$ cat src/rtl/spi_counter_rx.sv
// SPI mode-0 slave that rebuilds counter words from the master board and
// echoes the previously received word back on miso.
module spi_counter_rx #(
   parameter int DATA_WIDTH  = 16,
   parameter int SYNC_STAGES = 2
) (
   input  logic                  clk,
   input  logic                  reset,
   input  logic                  sclk,
   input  logic                  mosi,
   input  logic                  cs_n,
   output logic                  miso,
   output logic [DATA_WIDTH-1:0] rx_data,
   output logic                  rx_valid,
   output logic                  frame_err
);

   localparam int               CNT_W    = $clog2(DATA_WIDTH + 1);
   localparam logic [CNT_W-1:0] LAST_BIT = CNT_W'(DATA_WIDTH - 1);
   localparam logic [CNT_W-1:0] FULL_CNT = CNT_W'(DATA_WIDTH);

   typedef enum logic [1:0] {
      IDLE  = 2'd0,
      SHIFT = 2'd1,
      DONE  = 2'd2,
      ERR   = 2'd3
   } state_e;

   logic [SYNC_STAGES-1:0] sclk_sync_q;
   logic [SYNC_STAGES-1:0] mosi_sync_q;
   logic [SYNC_STAGES-1:0] cs_sync_q;
   logic                   sclk_d1_q;
   logic                   cs_d1_q;
   logic [SYNC_STAGES:0]   live_q;

   state_e                 state_q;
   logic [CNT_W-1:0]       bit_cnt_q;
   logic [DATA_WIDTH-2:0]  shift_q;
   logic [DATA_WIDTH-1:0]  tx_q;
   logic [DATA_WIDTH-1:0]  echo_q;
   logic [DATA_WIDTH-1:0]  rx_data_q;
   logic                   rx_valid_q;
   logic                   frame_err_q;

   logic                   sclk_s;
   logic                   mosi_s;
   logic                   cs_s;
   logic                   sclk_rise;
   logic                   sclk_fall;
   logic                   cs_fall;
   logic                   cs_rise;
   logic [DATA_WIDTH-1:0]  shift_d;
   logic [DATA_WIDTH-1:0]  tx_d;
   logic [CNT_W-1:0]       bit_cnt_d;

   // NOTE: reset is synchronous, so it lives inside the clocked block and all
   // sequential state is written with non-blocking assignments only.
   always_ff @(posedge clk) begin
      if (reset) begin
         sclk_sync_q <= '0;
         mosi_sync_q <= '0;
         cs_sync_q   <= '1;
         sclk_d1_q   <= 1'b0;
         cs_d1_q     <= 1'b1;
         live_q      <= '0;
      end else begin
         sclk_sync_q <= {sclk_sync_q[SYNC_STAGES-2:0], sclk};
         mosi_sync_q <= {mosi_sync_q[SYNC_STAGES-2:0], mosi};
         cs_sync_q   <= {cs_sync_q[SYNC_STAGES-2:0], cs_n};
         sclk_d1_q   <= sclk_s;
         cs_d1_q     <= cs_s;
         live_q      <= {live_q[SYNC_STAGES-1:0], 1'b1};
      end
   end

   assign sclk_s    = sclk_sync_q[SYNC_STAGES-1];
   assign mosi_s    = mosi_sync_q[SYNC_STAGES-1];
   assign cs_s      = cs_sync_q[SYNC_STAGES-1];
   assign sclk_rise = sclk_s & ~sclk_d1_q;
   assign sclk_fall = ~sclk_s & sclk_d1_q;
   // cs edges only count once the whole chain holds real pin samples, so a
   // cs_n held low across reset is never mistaken for a new frame start.
   assign cs_fall   = live_q[SYNC_STAGES] & cs_d1_q & ~cs_s;
   assign cs_rise   = live_q[SYNC_STAGES] & ~cs_d1_q & cs_s;

   assign shift_d   = {shift_q, mosi_s};
   assign tx_d      = {tx_q[DATA_WIDTH-2:0], 1'b0};
   assign bit_cnt_d = (bit_cnt_q == FULL_CNT) ? bit_cnt_q : bit_cnt_q + CNT_W'(1);

   always_ff @(posedge clk) begin
      if (reset) begin
         state_q     <= IDLE;
         bit_cnt_q   <= '0;
         shift_q     <= '0;
         tx_q        <= '0;
         echo_q      <= '0;
         rx_data_q   <= '0;
         rx_valid_q  <= 1'b0;
         frame_err_q <= 1'b0;
      end else begin
         rx_valid_q  <= 1'b0;
         frame_err_q <= 1'b0;
         if (cs_fall) begin
            state_q   <= SHIFT;
            bit_cnt_q <= '0;
            shift_q   <= '0;
            tx_q      <= echo_q;
         end else if (cs_rise) begin
            if (state_q == SHIFT && bit_cnt_q != FULL_CNT) begin
               frame_err_q <= 1'b1;
            end
            state_q <= IDLE;
         end else begin
            case (state_q)
               IDLE: begin
                  tx_q <= echo_q;
               end
               SHIFT: begin
                  if (sclk_rise) begin
                     shift_q   <= shift_d[DATA_WIDTH-2:0];
                     bit_cnt_q <= bit_cnt_d;
                     if (bit_cnt_q == LAST_BIT) begin
                        rx_data_q  <= shift_d;
                        echo_q     <= shift_d;
                        rx_valid_q <= 1'b1;
                        state_q    <= DONE;
                     end
                  end else if (sclk_fall) begin
                     tx_q <= tx_d;
                  end
               end
               DONE: begin
                  if (sclk_rise) begin
                     frame_err_q <= 1'b1;
                     state_q     <= ERR;
                  end
               end
               ERR: begin
                  state_q <= ERR;
               end
               default: begin
                  state_q <= IDLE;
               end
            endcase
         end
      end
   end

   assign miso      = tx_q[DATA_WIDTH-1];
   assign rx_data   = rx_data_q;
   assign rx_valid  = rx_valid_q;
   assign frame_err = frame_err_q;

endmodule

$ cat config.mk
export PLATFORM = sky130hd
export DESIGN_NAME = spi_counter_rx
export DESIGN_NICKNAME = d
export VERILOG_FILES = /design/src/rtl/spi_counter_rx.sv
export SDC_FILE = /design/constraint.sdc
export NUM_CORES = 1
export LEC_CHECK = 0
export CAP_MARGIN = 0
export CORE_ASPECT_RATIO = 0.7
export CORE_MARGIN = 3
export CORE_UTILIZATION = 45
export CTS_CLUSTER_DIAMETER = 120
export DETAILED_ROUTE_END_ITERATION = 16
export PLACE_DENSITY_LB_ADDON = 0.3
export SLEW_MARGIN = 10
export SYNTH_ARGS = -nofsm -noshare
export SYNTH_HDL_FRONTEND = slang
export SYNTH_SLANG_ARGS = --single-unit
$ cat constraint.sdc
create_clock -name clk -period 1.8 [get_ports clk]
set_input_delay 0.36 -clock clk [delete_from_list [all_inputs] [get_ports clk]]
set_output_delay 0.36 -clock clk [all_outputs]
set_load 0.01 [all_outputs]
==> results of run 1 <==
[registers in the layout (all words and copies together) (netlist names)]
| signal | cells |
|---|---|
| rx_valid | 1 |
| cs_sync_q | 2 |
| live_q | 3 |
| rx_data | 16 |
| sclk_sync_q | 2 |
| frame_err | 1 |
| tx_q | 16 |
| bit_cnt_q | 5 |
| cs_d1_q | 1 |
| shift_q | 15 |
| state_q | 2 |
| sclk_d1_q | 1 |
| mosi_sync_q | 2 |
[timing repair]
item,4_1_cts,5_1_grt
buffers inserted,0,1
hold buffers,0,0
resized for setup,0,7
setup endpoints to repair,0,16
[synth_stat cells, types with 3 or more instances]
library cell,count,share of area
nand3b_1,3,0.0081
mux2_2,14,0.057
buf_2,5,0.0090
a21oi_1,34,0.061
nand3_1,19,0.034
nand2_1,34,0.046
inv_1,4,0.0054
or2_2,3,0.0068
nor2_1,21,0.028
nor2b_1,24,0.054
ha_1,3,0.014
o21ai_0,17,0.031
dfxtp_1,67,0.48
mux2i_1,16,0.058
clkbuf_1,11,0.015
[how the worst max path moves through the flow]
stage | from | endpoint | slack [ps] | cells after the start
finish | bit_cnt_q[0] | rx_data[4] | -80 | 8
global route | bit_cnt_q[0] | rx_data[1] | -150 | 8
CTS | bit_cnt_q[0] | rx_data[0] | 20 | 8
detailed placement | bit_cnt_q[0] | rx_data[0] | 30 | 8
global placement | bit_cnt_q[0] | rx_data[3] | 90 | 8
floorplan | bit_cnt_q[1] | rx_data[10] | 80 | 9
[per-layer routing]
| layer | global-route usage | up-vias | routed length, um |
|---|---|---|---|
| li1 | - | 1086 | - |
| met4 | 0.0727 | 0 | 95 |
| met2 | 0.251 | 48 | 2690 |
| met1 | 0.241 | 1010 | 2840 |
| met5 | 0 | - | 0 |
| met3 | 0.0632 | 9 | 327 |
[cell families (layout without fill, tap and decap cells)]
| logic type | count (synthesis) | after routing |
|---|---|---|
| AND/OR/NAND/NOR | 119 | 119 |
| XOR/XNOR | 3 | 3 |
| buffers and inverters | 24 | 57 |
| AO/OA/AOI/OAI | 56 | 56 |
| multiplexers | 31 | 31 |
| flip-flops | 67 | 67 |
| adder cells (fa/ha/maj) | 3 | 3 |
[stage by stage]
| stage | util | instance area [um2] |
|---|---|---|
| 4_1_cts | 0.573 | 3350 |
| 2_1_floorplan | - | 2780 |
| 5_1_grt | 0.584 | 3410 |
| 6_report | 0.584 | 3410 |
| 3_3_place_gp | 0.532 | 3110 |
| 3_5_place_dp | 0.532 | 3110 |
[power breakdown]
group          internal, W  total [W]  switching, W
registers          0.00149    0.00150    0.00000576
clock network     0.000860    0.00145      0.000589
logic            0.0000263  0.0000697     0.0000435
total              0.00238    0.00302      0.000638
[critical path, cell delays in order, from the launching register on]
cell and delay, ps:
dfxtp_2 360, ha_4 130, and3_4 180, ha_4 130
nand3b_1 150, nor4_4 320, clkbuf_16 240, mux2i_1 190
nor2_1 50
[cell usage in the layout (no fill, tap or decap), drive strengths merged, types with 3 or more instances in the layout]
| cell type | count |
|---|---|
| dfxtp | 67 |
| mux2i | 16 |
| nor2b | 24 |
| mux2 | 15 |
| nor2 | 21 |
| clkdlybuf4s50 | 22 |
| nand3b | 3 |
| nand2 | 34 |
| nand3 | 19 |
| o21ai | 18 |
| a21oi | 34 |
| buf | 14 |
| inv | 5 |
| ha | 3 |
| clkbuf | 12 |
| or2 | 3 |
[area by class of cell]
cell class | instances | area, um2
clock buffer | 11 | 151
inverter | 4 | 15.0
tap | 75 | 93.8
clock inverter | 5 | 83.8
fill | 510 | 2430
multi-input combinational | 212 | 1340
timing repair buffer | 37 | 385
sequential | 67 | 1340
==> summary.txt, run 1 <==
Status
  – Status: finished, violations left
  – Failing checks: negative setup slack

Timing
  – Hold_ws: slightly below 300 ps
  – Setup total negative slack: -659 ps
  – RSZ-0062 raised after global routing: yes
  – Max-slew violations: 0
  – Worst Skew: 6.71 ps
  – Final setup violation count: 16
  – Final worst-path cycle share: 1.04
  – Final Hold Vio Count: 0
  – Max Fclk: 532 MHz
  – Worst Max-Slew Pin Slew: 514 ps
  – Final worst slack: -78.6 ps
  – Post-layout min period: between 1500 and 2000 ps
  – Slew margin rel.: 0.656

Drt
  – Detailed Route WL: 5950 um
  – Initial DRC count: around 140
  – Pre-antenna DRT Iters: 4
  – Via/cell ratio: roughly 5.2
  – Final antenna-violating net count: 0
  – DR DRC count: 0
  – Vias: 2153
  – DR WL/cell: 14.5 um

Placement
  – Placed cell count: 393
  – DP HPWL: 3820 um
  – Final Wtd Congestion: ~0.8
  – PortBufs: 23
  – Pre-CTS setup slack: 25.3 ps

Worst hold path
  – Hold wc startpoint: reset
  – Worst Hold Path Cells: 2
  – Hold Path End: live_q[0]
  – Hold Path Class: input pin to flop

Yosys
  – Post-synthesis net count: 311
  – Async SR Flop Fraction: 0
  – Main flop type after synthesis: dfxtp_1
  – Synth unique cells: 36
  – Post-synthesis xor/xnor area fraction: 0.00946
  – Synthesized instance count: 303
  – Synth Register Bits: 67
  – Post-synthesis compound-gate area fraction: 0.106
  – Netlist Area Pre-Place: 0.00278 mm2
  – Sequential area share after synthesis: 0.483
  – Syn Area/Cell: 9.16 um2
  – Post-synth EDFFs: 0
  – Post-synthesis simple-gate area fraction: 0.223
  – Warnings from Yosys: 0
  – Main combinational cell family by area after synthesis: simple AND/OR/NAND/NOR gates
  – Synth Area in Adders: 0.0135
  – Mux cell area share after synthesis: 0.119

Global routing
  – Vias in the first global route: 1973
  – Total Routing Usage GR: 0.176
  – GR Overflow Total: 0
  – Initial antenna violation count: 0
  – Largest net degree at the start of global routing: 58
  – First-pass GRT wire length: 9790 um

Floorplanning
  – Horiz. Die Dim: 99.9 um
  – Die footprint: 0.00716 mm2
  – Row cnt: 23
  – Die height: around 70 um
  – Starting Density: 0.475
  – IO Pins: 24
  – Core Region: about 0.0058 mm2

Pwr
  – Pwr Density: about 880 mW/mm2
  – Leakage: 1.17 nW
  – Total power: 0.00302 W
  – Peak supply drop: between 500 and 600 uV

Clocking
  – CTS sink count: 67
  – CTS tree: done
  – Skew-Pair Late Insertion Delay: 350 ps
  – H-tree depth: 3
  – Root Buffer: clkbuf_8
  – Num CTS Buffers: 9
  – Reg clk slew, reported paths: 70 ps
  – Clock Tree Buf Depth: 2

Setup path
  – R2r endpoint: rx_data[4]
  – Crit path launch type: flop
  – Worst reg2reg setup slack: -80 ps
  – Worst EP required: 2040 ps
  – Critical path endpoint category: flop
  – R2R cell count: 8
  – Worst R2R Start: bit_cnt_q[0]
  – Worst-path fanout max: 8
  – Kind of critical path: flop to flop
  – Crit path DAT: 2110 ps

Finish
  – Nets: 339
  – Final non-filler cell total: 411
  – Area grow syn2layout: 22.8%
  – Number of diodes: 0
  – Share of layout cells above drive strength 1: 0.167

Job
  – Max cap viols: 0
Note: power is estimated with default switching activity, not from simulation.
==> run 2, diff against run 1 <==
--- a/config.mk
+++ b/config.mk
@@ -12,6 +12,7 @@
 export CTS_CLUSTER_DIAMETER = 120
 export DETAILED_ROUTE_END_ITERATION = 16
 export PLACE_DENSITY_LB_ADDON = 0.3
+export SETUP_SLACK_MARGIN = 0.5
 export SLEW_MARGIN = 10
 export SYNTH_ARGS = -nofsm -noshare
 export SYNTH_HDL_FRONTEND = slang
==> run 2 against run 1 <==
Net effect: the run still ends with negative setup slack left; routed wire length rose by 11%; count of clock-buffer cells in the layout is 2 higher; combinational power is 21% higher; non-clock buffer count is 17 higher; critical path depth did not move; clock power down 21%; sequential power about the same; largest power group unchanged; highest routed layer unchanged.
==> summary.txt, run 2 (synthesis gave the netlist of run 1 again) <==
Drt
  – Met2 wire length: between 3000 and 4000 um
  – Initial DRC count: 81
  – Vias: approximately 2200
  – DR WL/cell: 15.5 um
  – Wire length on met1: 3250 um
  – DR WL met3: 272 um
  – Final antenna-violating net count: 0
  – DR DRC count: 0
  – Pre-antenna DRT Iters: 4
  – Via/cell ratio: 5.26
  – Detailed Route WL: 6620 um
  – Highest metal used: met4

Timing
  – Final worst slack: -3.98 ps
  – Worst Max-Slew Pin Slew: 337 ps
  – Max-slew violations: 0
  – Final Hold Vio Count: 0
  – Slew margin rel.: 0.775
  – RSZ-0062 raised after global routing: yes
  – Final worst-path cycle share: 1.00
  – Worst Skew: around 6 ps
  – Final setup violation count: 2
  – Post-layout min period: 1800 ps
  – Max Fclk: 554 MHz
  – Hold_ws: 430 ps

Finish
  – Area grow syn2layout: 35.4%
  – Commonest non-fill, non-tap cell in the layout: dfxtp_1
  – Nets: 356
  – Most frequent cells in the layout: dfxtp_1, nor2b_1, nor2_1
  – Number of diodes: 0
  – Share of layout cells above drive strength 1: 0.423
  – Final non-filler cell total: 427

Pwr
  – Peak supply drop: 437 uV
  – Leakage: 1.47 nW
  – Pwr Density: 722 mW/mm2

Clocking
  – Root Buffer: clkbuf_8
  – H-tree depth: 3
  – Reg clk slew, reported paths: 70 ps
  – Num CTS Buffers: 9
  – CTS sink count: 67
  – CTS tree: done
  – Skew-Pair Late Insertion Delay: about 330 ps
  – Clock Tree Buf Depth: 2

Global routing
  – Total Routing Usage GR: 0.177
  – Vias in the first global route: between 2000 and 2500
  – Initial antenna violation count: 0
  – GR Overflow Total: 0
  – First-pass GRT wire length: 9870 um
  – Largest net degree at the start of global routing: 47

Placement
  – Final Wtd Congestion: around 0.76
  – DP HPWL: approximately 4000 um
  – Placed cell count: 396
  – PortBufs: 23

Setup path
  – Worst reg2reg setup slack: -4 ps
  – Crit path DAT: slightly above 2000 ps
  – Critical path endpoint category: flop
  – Kind of critical path: flop to flop
  – Worst EP required: 2010 ps
  – Worst-path fanout max: 17
  – Crit path launch type: flop

Floorplanning
  – Row cnt: 23
  – Core Region: 0.00584 mm2
  – Starting Density: 0.475
  – Die footprint: 0.00716 mm2
  – Die height: 71.7 um
  – IO Pins: 24
  – Horiz. Die Dim: 99.9 um

Status
  – Status: finished, violations left
  – Failing checks: negative setup slack

Worst hold path
  – Hold Path Class: flop to flop

Job
  – Max cap viols: 0
## run 2: changes by cell type in the layout (fill, tap and decap cells not counted), sizes merged
cell,delta
clkbuf,+5
inv,-1
clkdlybuf4s50,-19
clkinv,+2
buf,+25
bufinv,-2
clkinvlp,-2
clkdlybuf4s15,+8
## run 2: final cells by class
type / instances / area, um2
multi-input cells: 212 / 1580
inverters: 4 / 15.0
fillers: 474 / 2080
repair buffers: 54 / 512
clock inverters: 2 / 10.0
clock buffers: 13 / 169
flip-flops and latches: 67 / 1380
well taps: 75 / 93.8
## run 2: path summary, 6_finish.rpt
check                  to          from  depth (start not counted)
max            rx_data[2]  bit_cnt_q[1]                          8
min          cs_sync_q[1]  cs_sync_q[0]                          1
max reg2reg    rx_data[2]  bit_cnt_q[1]                          8
min reg2reg  cs_sync_q[1]  cs_sync_q[0]                          1
## run 2: power breakdown
| part | internal [W] | switching (W) | leakage, nW |
|---|---|---|---|
| registers | 0.00149 | 0.00000662 | 0.552 |
| clock network | 0.000602 | 0.000534 | 0.0953 |
| logic | 0.0000334 | 0.0000511 | 0.818 |
## run 2: critical path, cell delays in order, from the launching register on
cell and delay [ps]:
dfxtp_4 370, ha_4 130, and3_4 180, ha_4 120, nand3b_1 150, nor4_4 230, buf_12 220, mux2i_1 210
nor2_1 60
## run 2: what timing repair did
action,4_1_cts,5_1_grt
resized for setup,80,77
hold buffers,0,0
cloned,0,2
pin swaps,7,18
setup buffers,7,7
endpoints found under the setup margin,71,69
## run 2: through the flow
step,TNS (ps),power (W),area (um2),utilization,worst slack [ps]
floorplan,0,0.00158,2880,-,121
global placement,0,0.00160,3200,0.548,75.8
detailed placement,0,0.00160,3200,0.548,29.8
CTS,0,0.00273,3530,0.605,30.6
global route,-1210,0.00280,3760,0.644,-119
finish,-4.92,0.00272,3760,0.644,-3.98
## run 2: layer usage
| layer | global-route usage | up-vias |
|---|---|---|
| met5 | 0 | - |
| met4 | 0.0576 | 0 |
| met3 | 0.0584 | 2 |
| met2 | 0.279 | 38 |
| met1 | 0.229 | 1083 |
| li1 | - | 1122 |
==> run 3, diff against run 2 <==
--- a/config.mk
+++ b/config.mk
@@ -5,13 +5,14 @@
 export SDC_FILE = /design/constraint.sdc
 export NUM_CORES = 1
 export LEC_CHECK = 0
+export ABC_CLOCK_PERIOD_IN_PS = 1550
 export CAP_MARGIN = 0
 export CORE_ASPECT_RATIO = 0.7
 export CORE_MARGIN = 3
 export CORE_UTILIZATION = 45
 export CTS_CLUSTER_DIAMETER = 120
 export DETAILED_ROUTE_END_ITERATION = 16
-export PLACE_DENSITY_LB_ADDON = 0.3
+export PLACE_DENSITY = 0.77
 export SETUP_SLACK_MARGIN = 0.5
 export SLEW_MARGIN = 10
 export SYNTH_ARGS = -nofsm -noshare
==> constraint.sdc (replaced) <==
create_clock -name clk -period 1.55 [get_ports clk]
set_input_delay 0.31 -clock clk [delete_from_list [all_inputs] [get_ports clk]]
set_output_delay 0.31 -clock clk [all_outputs]
set_load 0.01 [all_outputs]
==> run 3 against run 2 <==
Net effect: the run still ends with negative setup slack left; clock skew grew 3.7 ps; via count rose by 12%; fmax down 5.8%; clock power up 26%; flip-flop and latch count stayed put; sequential power increased by 15%; critical path type unchanged; largest power group unchanged.
==> summary.txt, run 3 (synthesis gave the netlist of run 1 again) <==
Drt
  – Via/cell ratio: 5.55
  – Final antenna-violating net count: 0
  – Initial DRC count: 113
  – DR WL/cell: 17.9 um
  – DR DRC count: 0
  – Pre-antenna DRT Iters: 4
  – Vias: 2524
  – Detailed Route WL: around 8100 um

Timing
  – Final setup violation count: 33
  – Final worst slack: -365 ps
  – Max Fclk: 522 MHz
  – Final worst-path cycle share: 1.24
  – Final Hold Vio Count: 0
  – Slew margin rel.: 0.787
  – RSZ-0062 raised after global routing: yes
  – Post-layout min period: 1920 ps
  – Worst Skew: 9.64 ps
  – Max-slew violations: 0
  – Worst Max-Slew Pin Slew: about 320 ps

Setup path
  – CP top delay family: simple AND/OR/NAND/NOR gates
  – Worst EP required: 1800 ps
  – Kind of critical path: flop to flop
  – Worst path most repeated cell: ha_4
  – CP Cell Sequence: ha_4, and3_4, ha_4, nand3b_1, nor4_4, buf_4, mux2i_1, nor2_1
  – CP bufs+invs: 1
  – CP max-delay cell: dfxtp_2
  – Max stage delay on crit path: 370 ps
  – Worst reg2reg setup slack: -370 ps
  – Crit path DAT: 2160 ps
  – Crit path launch type: flop
  – Worst-path fanout max: 6
  – Critical path endpoint category: flop

Finish
  – Nets: 383
  – Area grow syn2layout: 55.1%
  – Commonest non-fill, non-tap cell in the layout: dfxtp_1
  – Number of diodes: 0
  – Share of layout cells above drive strength 1: 0.561
  – Design Area, Final: 0.00431 mm2
  – Most frequent cells in the layout: dfxtp_1, buf_4, buf_6

Placement
  – Cell Area, Placed: 0.00328 mm2
  – Final Wtd Congestion: 0.867
  – Pre-CTS setup slack: -235 ps
  – PortBufs: 23
  – DP HPWL: 4220 um

Clocking
  – CTS tree: done
  – Num CTS Buffers: 9
  – Skew-Pair Late Insertion Delay: between 300 and 400 ps
  – CTS sink count: 67
  – H-tree depth: 3
  – Clock Tree Buf Depth: 2
  – Reg clk slew, reported paths: 80 ps
  – Root Buffer: clkbuf_8

Global routing
  – Vias in the first global route: about 2500
  – First-pass GRT wire length: around 12000 um
  – GR Overflow Total: 0
  – Initial antenna violation count: 0
  – Largest net degree at the start of global routing: 23
  – Total Routing Usage GR: 0.221

Floorplanning
  – Die height: around 72 um
  – Core Region: about 0.0058 mm2
  – Horiz. Die Dim: 99.9 um
  – Die footprint: 0.00716 mm2
  – Row cnt: 23
  – IO Pins: 24
  – Starting Density: 0.475

Pwr
  – Total power: 0.00329 W
  – Clock power frac: 0.439
  – Leakage: 1.70 nW
  – Gate power share: 0.034
  – Peak supply drop: 545 uV
  – Pwr Density: 764 mW/mm2
  – Sw frac: 0.235
  – Internal power: 0.00252 W
  – Sw power: 0.000773 W
  – Seq pwr share: 0.527

Status
  – Status: finished, violations left
  – Failing checks: negative setup slack

Worst hold path
  – Hold Path Class: input pin to flop

Job
  – Max cap viols: 0
-- run 3: layer usage --
layer	up-vias	track usage	share of wire	wire [um]
li1	1183	-	-	-
met1	1233	0.278	0.42	3420
met5	-	0	0	0
met4	0	0.0818	0.037	301
met2	77	0.358	0.50	4040
met3	31	0.0691	0.044	361
-- run 3: worst register-to-register path, delay by kind of cell, from the launching register on --
kind / cells / cell delay, ps
flops: 1 / 370
buf+inv: 1 / 250
mux: 1 / 260
simple gates: 4 / 660
fa+ha+maj: 2 / 280
-- run 3: power by group through the flow --
| stage | clock, W | combinational [W] | sequential (W) |
|---|---|---|---|
| 5_1_grt | 0.00155 | 0.000120 | 0.00174 |
| 6_report | 0.00144 | 0.000112 | 0.00173 |
| 3_5_place_dp | 0 | 0.0000861 | 0.00178 |
| 4_1_cts | 0.00147 | 0.000102 | 0.00174 |
| 3_3_place_gp | 0 | 0.0000846 | 0.00178 |
| 2_1_floorplan | 0 | 0.0000618 | 0.00178 |
-- run 3: what timing repair did --
action | 4_1_cts | 5_1_grt
hold buffers | 0 | 0
gates resized for setup | 177 | 63
cloned | 3 | 0
hold endpoints to repair | 0 | 0
endpoints found under the setup margin | 75 | 75
pin swaps | 24 | 21
setup buffers | 26 | 6
-- run 3: area by class of cell --
cell class | instances | area [um2]
Fill cell | 406 | 1540
Sequential cell | 67 | 1380
Clock inverter | 6 | 66.3
Clock buffer | 10 | 128
Inverter | 4 | 17.5
Tap cell | 75 | 93.8
Timing Repair Buffer | 81 | 820
Multi-Input combinational cell | 212 | 1800
-- run 3: worst paths after layout --
kind / startpoint / end / cells past startpoint
worst max-delay path: bit_cnt_q[1] / rx_data[4] / 8
worst min-delay path: reset / live_q[0] / 2
worst min register to register: cs_sync_q[0] / cs_sync_q[1] / 1
worst max register to register: bit_cnt_q[1] / rx_data[4] / 8
-- run 3: per-stage QoR --
step           hold slack, ps  setup TNS [ps]  instances  utilization
2_1_floorplan             389           -1240        303            -
3_3_place_gp              406           -2810        404        0.561
3_5_place_dp              408           -4450        404        0.561
4_1_cts                   320           -2770        449        0.685
5_1_grt                   344           -7320        455        0.737
6_report                  335           -5400        455        0.737
